**src/rtl/shift_pkg.sv**
```systemverilog
`default_nettype none
// ============================================================================
// Module   : shift_pkg
// Brief    : Shared types and constants for the serial-to-parallel converter.
// Revision : 1.0 - initial release
// ============================================================================
package shift_pkg;

    // Word width used when the instantiating design does not override it.
    localparam int c_DEFAULT_WIDTH = 4;

    // Output holding register state: EMPTY has no word, FULL holds one.
    typedef enum logic [0:0] {
        EMPTY = 1'b0,
        FULL  = 1'b1
    } out_state_t;

    // Bits needed to count 0 .. w-1 (never less than one bit).
    function automatic int cnt_width(input int w);
        return (w > 1) ? $clog2(w) : 1;
    endfunction

endpackage : shift_pkg
`default_nettype wire

```
**src/rtl/sipo_shift.sv**
```systemverilog
`default_nettype none
// ============================================================================
// Module   : sipo_shift
// Brief    : LSB-first serial shift register with a wrapping bit counter.
//            Raises word_done combinationally in the cycle whose edge samples
//            the final bit, with the completed word presented on 'word'.
// Revision : 1.0 - initial release
// ============================================================================
module sipo_shift
    import shift_pkg::*;
#(
    parameter int WIDTH = c_DEFAULT_WIDTH
) (
    input  logic             clk,
    input  logic             areset_n,
    input  logic             clr,
    input  logic             sin_valid,
    input  logic             sin,
    output logic [WIDTH-1:0] word,
    output logic             word_done,
    output logic             busy
);

    localparam int                c_CW   = cnt_width(WIDTH);
    localparam logic [c_CW-1:0]   c_LAST = c_CW'(WIDTH - 1);
    localparam logic [c_CW-1:0]   c_ONE  = c_CW'(1);

    logic [WIDTH-1:0] r_sr;
    logic [c_CW-1:0]  r_cnt;
    logic [WIDTH-1:0] w_sr_next;
    logic             w_last;

    // New bits enter at the top so the first bit received ends up in bit 0.
    assign w_sr_next = {sin, r_sr[WIDTH-1:1]};
    assign w_last    = (r_cnt == c_LAST);

    // Shift and count sampled bits; the counter wraps on the final bit.
    always_ff @(posedge clk or negedge areset_n) begin
        if (!areset_n) begin
            r_sr  <= '0;
            r_cnt <= '0;
        end else if (clr) begin
            r_sr  <= '0;
            r_cnt <= '0;
        end else if (sin_valid) begin
            r_sr  <= w_sr_next;
            r_cnt <= w_last ? '0 : (r_cnt + c_ONE);
        end
    end

    // The completed word is the shift value about to be captured.
    assign word      = w_sr_next;
    assign word_done = sin_valid & w_last & ~clr;
    assign busy      = (r_cnt != '0);

endmodule : sipo_shift
`default_nettype wire

```
**src/rtl/serial_to_parallel.sv**
```systemverilog
`default_nettype none
// ============================================================================
// Module   : serial_to_parallel
// Brief    : Collects LSB-first serial bits into WIDTH-bit words and offers
//            them on a valid/ready output with a sticky overrun flag.
// Revision : 1.0 - initial release
// ============================================================================
module serial_to_parallel
    import shift_pkg::*;
#(
    parameter int WIDTH = c_DEFAULT_WIDTH
) (
    input  logic             clk,
    input  logic             areset_n,
    input  logic             clr,
    input  logic             sin_valid,
    input  logic             sin,
    output logic [WIDTH-1:0] dout,
    output logic             dout_valid,
    input  logic             dout_ready,
    output logic             overrun,
    output logic             busy
);

    logic [WIDTH-1:0] w_word;
    logic             w_word_done;

    out_state_t       r_state;
    out_state_t       w_state_next;
    logic [WIDTH-1:0] r_dout;
    logic [WIDTH-1:0] w_dout_next;
    logic             r_overrun;
    logic             w_overrun_next;

    sipo_shift #(
        .WIDTH     (WIDTH)
    ) u_shift (
        .clk       (clk),
        .areset_n  (areset_n),
        .clr       (clr),
        .sin_valid (sin_valid),
        .sin       (sin),
        .word      (w_word),
        .word_done (w_word_done),
        .busy      (busy)
    );

    // Output state, held word and sticky overrun flag.
    always_ff @(posedge clk or negedge areset_n) begin
        if (!areset_n) begin
            r_state   <= EMPTY;
            r_dout    <= '0;
            r_overrun <= 1'b0;
        end else begin
            r_state   <= w_state_next;
            r_dout    <= w_dout_next;
            r_overrun <= w_overrun_next;
        end
    end

    // Next-state logic: load on completion, release on handshake, and drop
    // a completed word (flagging overrun) when the held word is not taken.
    always_comb begin
        w_state_next   = r_state;
        w_dout_next    = r_dout;
        w_overrun_next = r_overrun;

        if (clr) begin
            w_state_next   = EMPTY;
            w_dout_next    = '0;
            w_overrun_next = 1'b0;
        end else begin
            case (r_state)
                EMPTY: begin
                    if (w_word_done) begin
                        w_state_next = FULL;
                        w_dout_next  = w_word;
                    end
                end
                FULL: begin
                    if (w_word_done) begin
                        if (dout_ready) begin
                            w_dout_next = w_word;
                        end else begin
                            w_overrun_next = 1'b1;
                        end
                    end else if (dout_ready) begin
                        w_state_next = EMPTY;
                    end
                end
                default: begin
                    w_state_next = EMPTY;
                end
            endcase
        end
    end

    assign dout       = r_dout;
    assign dout_valid = (r_state == FULL);
    assign overrun    = r_overrun;

endmodule : serial_to_parallel
`default_nettype wire

```
**config.mk**
```make
export PLATFORM = sky130hd
export DESIGN_NAME = serial_to_parallel
export DESIGN_NICKNAME = d
export VERILOG_FILES = /design/src/rtl/shift_pkg.sv /design/src/rtl/sipo_shift.sv /design/src/rtl/serial_to_parallel.sv
export SDC_FILE = /design/constraint.sdc
export NUM_CORES = 1
export LEC_CHECK = 0
export BUFFER_PORTS_ARGS = -buffer_cell sky130_fd_sc_hd__buf_4
export CORE_AREA = 4 4 41 43
export CTS_CLUSTER_DIAMETER = 200
export CTS_CLUSTER_SIZE = 40
export DETAILED_ROUTE_END_ITERATION = 16
export DIE_AREA = 0 0 45 47
export PLACE_DENSITY = 0.74
export SYNTH_ARGS = -nofsm -noshare
export SYNTH_HDL_FRONTEND = slang
export SYNTH_SLANG_ARGS = --single-unit
```
**constraint.sdc**
```tcl
create_clock -name clk -period 1.41 [get_ports clk]
set_clock_uncertainty 0.2 [all_clocks]
set_input_delay 0.282 -clock clk [delete_from_list [all_inputs] [get_ports clk]]
set_output_delay 0.282 -clock clk [all_outputs]
set_load 0.03 [all_outputs]
```
======== After elaboration in Yosys (flattened, before gate mapping) ========
Cells that the tools add are included.
storage, ports and cells
  word-level logic and storage cells ...... 40
  output and inout port bits .............. 7
  register bits after elaboration ......... 12
cells by class
  add/subtract/negate cells ............... 1
  mux-type cells .......................... 19
  reduce and logical (&&, ||, !) cells .... 6
  bitwise logic cells ..................... 4
  equality and inequality tests ........... 5
operator list
  kind                 count
  $mux 4               6
  $mux 1               8
  $pmux 4 s2           1
  $reduce_bool 2->1    4
  $mux 2               3
  $ne 3x2->1 const B   2
  $reduce_and 3->1     2
  $ne 3x3->1 const B   1
  $add 2x1->2 const B  1
  $and 1x1->1          2
  $eq 2x2->1 const B   1
  $ne 2x2->1 const B   1
  $not 1->1            2
  $pmux 1 s2           1

======== Logic depth before layout (Yosys ltp) ========
  depth in word-level cells ............... 6
  gate-level depth with buffers ........... 4
  mapped depth without buffers ............ 4

======== Cells and area by module ========
Synthesis repeated with hierarchy kept, for this count alone.
second synthesis, totals
  cells, all modules ...................... 50
  area, all modules ....................... 554.3 um^2
by module, submodules not included
  module              area an instance (um^2)  cells each  instances
  serial_to_parallel  294.0                    26          1
  sipo_shift          260.2                    24          1

======== Worst setup path after synthesis ========
OpenSTA, ideal clock, no wires.
  path type ............................... register to register
  start ................................... register r_state, in the netlist dout_valid
  end ..................................... register r_dout[0], in the netlist dout[0]
  clock period less this slack ............ 1.265 ns
  data required time ...................... 1.131 ns
  arrival ................................. 0.985 ns
  cell stages (with the launch flop) ...... 4
  path buffers ............................ 0
  slack ................................... 0.145 ns
  cell sequence ........................... dfrtp_1 > and2b_4 > nor2_8 > mux2i_1
between the ends
  word-level cells in the longest chain between the ends .. 3
  elaborated cells on any way between the ends .. 7
  classes of those cells .................. 3 x eq/ne; 2 x mux; 1 x bitwise; 1 x reduce/logical
RTL lines
  item                                                  line                      source
  from (decl)                                           serial_to_parallel.sv:28  out_state_t r_state;
  from (signal assigned)                                serial_to_parallel.sv:55  r_state <= w_state_next;
  $not 1->1                                             --
  $ne 3x2->1 (no line) or $pmux 4 s2 (tied branches)    --
  $reduce_and 3->1 (no line) or $mux 4 (tied branches)  --
  to (signal assigned)                                  serial_to_parallel.sv:56  r_dout <= w_dout_next;
  to (decl)                                             serial_to_parallel.sv:30  logic [WIDTH-1:0] r_dout;
Parallel ways exist; a longest one is shown, timed or not.
A chain may end at the register's enable or synchronous reset.

======== Worst setup path after layout ========
  start ................................... register u_shift.r_cnt[0]
  end ..................................... output busy
between the ends
  word-level cells in the longest chain between the ends .. 1
RTL lines
  item                    line                      source
  from (decl)             sipo_shift.sv:29          logic [c_CW-1:0] r_cnt;
  from (signal assigned)  sipo_shift.sv:47          r_cnt <= w_last ? '0 : (r_cnt + c_ONE);
  $reduce_bool 2->1       sipo_shift.sv:54          assign busy = (r_cnt != '0);
  to (decl)               serial_to_parallel.sv:22  output logic busy
Every way passes these cells.

==> results.json <==
{
  "rsz0062_at_grt": "yes",
  "synthCells": 47,
  "first_pass_iters": 3,
  "clock_latency_ps": 270,
  "die_width_um": 45,
  "synth.avg_cell_area_um2": 11.6,
  "vdd_drop_max_v": 0.000564,
  "cts_root_buf": "clkbuf_4",
  "final_cell_mix": "buf_4, dfrtp_1, mux2i_1, nand2b_1, nor2_1",
  "total_leakage_power_uw": 0.000342,
  "grt_max_degree": 16,
  "status": "finished, violations left",
  "clk_path_buf_depth": 2,
  "violations": "setup timing",
  "rows": 13,
  "report.final.setup_viol": 1,
  "cts.sink_count": 11,
  "drt_iter0_drc": 8,
  "endpoint": "busy",
  "layout-drive-gt1-share": 0.359,
  "area_growth_pct": 29.8,
  "dr_wl_met2_um": 400,
  "synth_area_leaders": "dfrtp_1, mux2i_1, nand2b_1",
  "period_minus_slack_ps": 1520,
  "grt_pass1_wl_um": 1480,
  "synth_warnings": 0,
  "post_dp_cell_area_um2": 638,
  "met1_length_um": 427,
  "rrSetupSlack_ps": 90,
  "portBuffers": 12,
  "via_per_inst": 4.73,
  "r2r-start": "u_shift.r_cnt[0]",
  "detail_route.wl_per_cell_um": 11.6,
  "synth-seq-cells": 11,
  "cp-startpoint": "u_shift.r_cnt[0]",
  "fin_area_um2": 708,
  "initial_utilization": 0.419,
  "startpoint_type": "flop",
  "top_layer": "met4",
  "ys_types": 14,
  "cp_data_required_time_ps": 930,
  "place_hpwl_um": 633,
  "fin_util": 0.544,
  "wl_um": 917,
  "path_max_fanout": 2,
  "hold_class": "primary input to flop",
  "ff2ff_path_depth": 5,
  "vias": 374,
  "grt_usage": 0.105,
  "cts_buffers": 3,
  "ant_nets": 0,
  "netlist_area_um2": 546,
  "finalMaxSlewViolations": 0,
  "power.density_nw_per_um2": 914,
  "synth_top_area_frac": 0.505,
  "antenna_cells": 0,
  "fin_ws_ps": -114,
  "r2r-end": "dout[0]",
  "dieArea_um2": 2120,
  "crit_type": "flop to output port",
  "boundaryPins": 13,
  "worstMarginPinSlew_ps": 141,
  "cts_tree": "built",
  "period_share": 1.08,
  "hold_viol_final": 0,
  "grt_pass1_vias": 357,
  "antenna_found_initial": 0,
  "drc": 0,
  "max-slew-margin-rel": 0.903,
  "synth_seq_area_share": 0.505,
  "place_ws_ps": 91.3,
  "place.gp.congestion": 0.670,
  "grt_overflow": 0,
  "nNetsFinal": 73,
  "yosys.area.top_type": "dfrtp_1",
  "arrival_ps": 1040,
  "htreeDepth": 1,
  "core_um2": 1300,
  "hold_depth": 2,
  "die_h_um": 47,
  "cap_viol_max_count": 0,
  "clock.fmax_ghz": 0.656,
  "end_kind": "output port",
  "wl_met3_um": 51,
  "layout_commonest_cell": "buf_4",
  "syn-num-nets": 55,
  "cts.clk_slew.worst_paths_ps": 70
}
-- routing by layer --
layer	vias up	GRT usage
met5	-	0
met4	0	0.105
li1	183	-
met1	178	0.120
met2	8	0.153
met3	5	0.0345
-- cell families (layout without fill, tap and decap cells) --
kind of cell	Yosys count	count (layout)	share of synthesized area
DFF	11	11	0.505
muxes	8	8	0.147
and+or+nand+nor	18	18	0.216
AOI/OAI and AO/OA	2	2	0.0206
buffers and inverters	5	22	0.0504
adders and majority gates	2	2	0.0459
xor gates and xnor gates	1	1	0.0161
-- where the power goes --
part / internal [µW] / switching, µW / leakage, µW / total (µW)
logic: 50.7 / 54.2 / 0.000175 / 105
registers: 325 / 5.21 / 0.000151 / 330
clock network: 110 / 103 / 0.0000150 / 213
total: 485 / 163 / 0.000342 / 647
-- worst max-delay path, stage by stage (launching register included) --
cell,delay (ps)
dfrtp_1,380
inv_1,60
ha_2,170
inv_2,40
buf_6,120
-- stage by stage --
step	TNS (ps)	instances	hold slack (ps)	total power [µW]
finish	-114	79	67.6	647
global route	-154	79	66.4	680
CTS	-97.7	79	62.9	646
detailed placement	0	72	-77.8	420
global placement	0	72	-79.8	418
floorplan	0	47	-214	391
-- registers in the layout (all words and copies together), names as in the netlist --
| name | cells |
|---|---|
| overrun | 1 |
| dout | 4 |
| u_shift.r_sr | 3 |
| u_shift.r_cnt | 2 |
| dout_valid | 1 |
-- timing repair --
action | CTS | global route
resized for setup | 2 | 3
hold endpoints to repair | 11 | 0
hold buffers | 1 | 0
pin swaps | 1 | 1
setup buffers | 2 | 0
endpoints found under the setup margin | 1 | 5
-- area by class of cell --
cell class / instances / area, µm²
fillers: 121 / 593
flip-flops and latches: 11 / 275
multi-input cells: 31 / 258
repair buffers: 15 / 119
clock buffers: 4 / 26.3
well taps: 15 / 18.8
inverters: 3 / 11.3
-- synth_stat cells --
| library cell | number |
|---|---|
| dfrtp_1 | 11 |
| mux2i_1 | 8 |
| nand2b_1 | 8 |
| nor2_1 | 7 |
| inv_1 | 3 |
| ha_1 | 2 |
| a21oi_1 | 1 |
| a31oi_1 | 1 |
| and2b_4 | 1 |
| buf_2 | 1 |
| buf_6 | 1 |
| nand2_4 | 1 |
| nor2_8 | 1 |
| xnor2_1 | 1 |
-- how the worst min path moves through the flow --
stage	from	end	slack, ps
after global placement	areset_n	dout[2]	-80
after global routing	clr	overrun	70
after floorplan	areset_n	dout[0]	-210
after CTS	clr	overrun	60
after detailed placement	areset_n	dout[2]	-80
final	clr	overrun	70
Note: power is estimated with default switching activity, not from simulation.
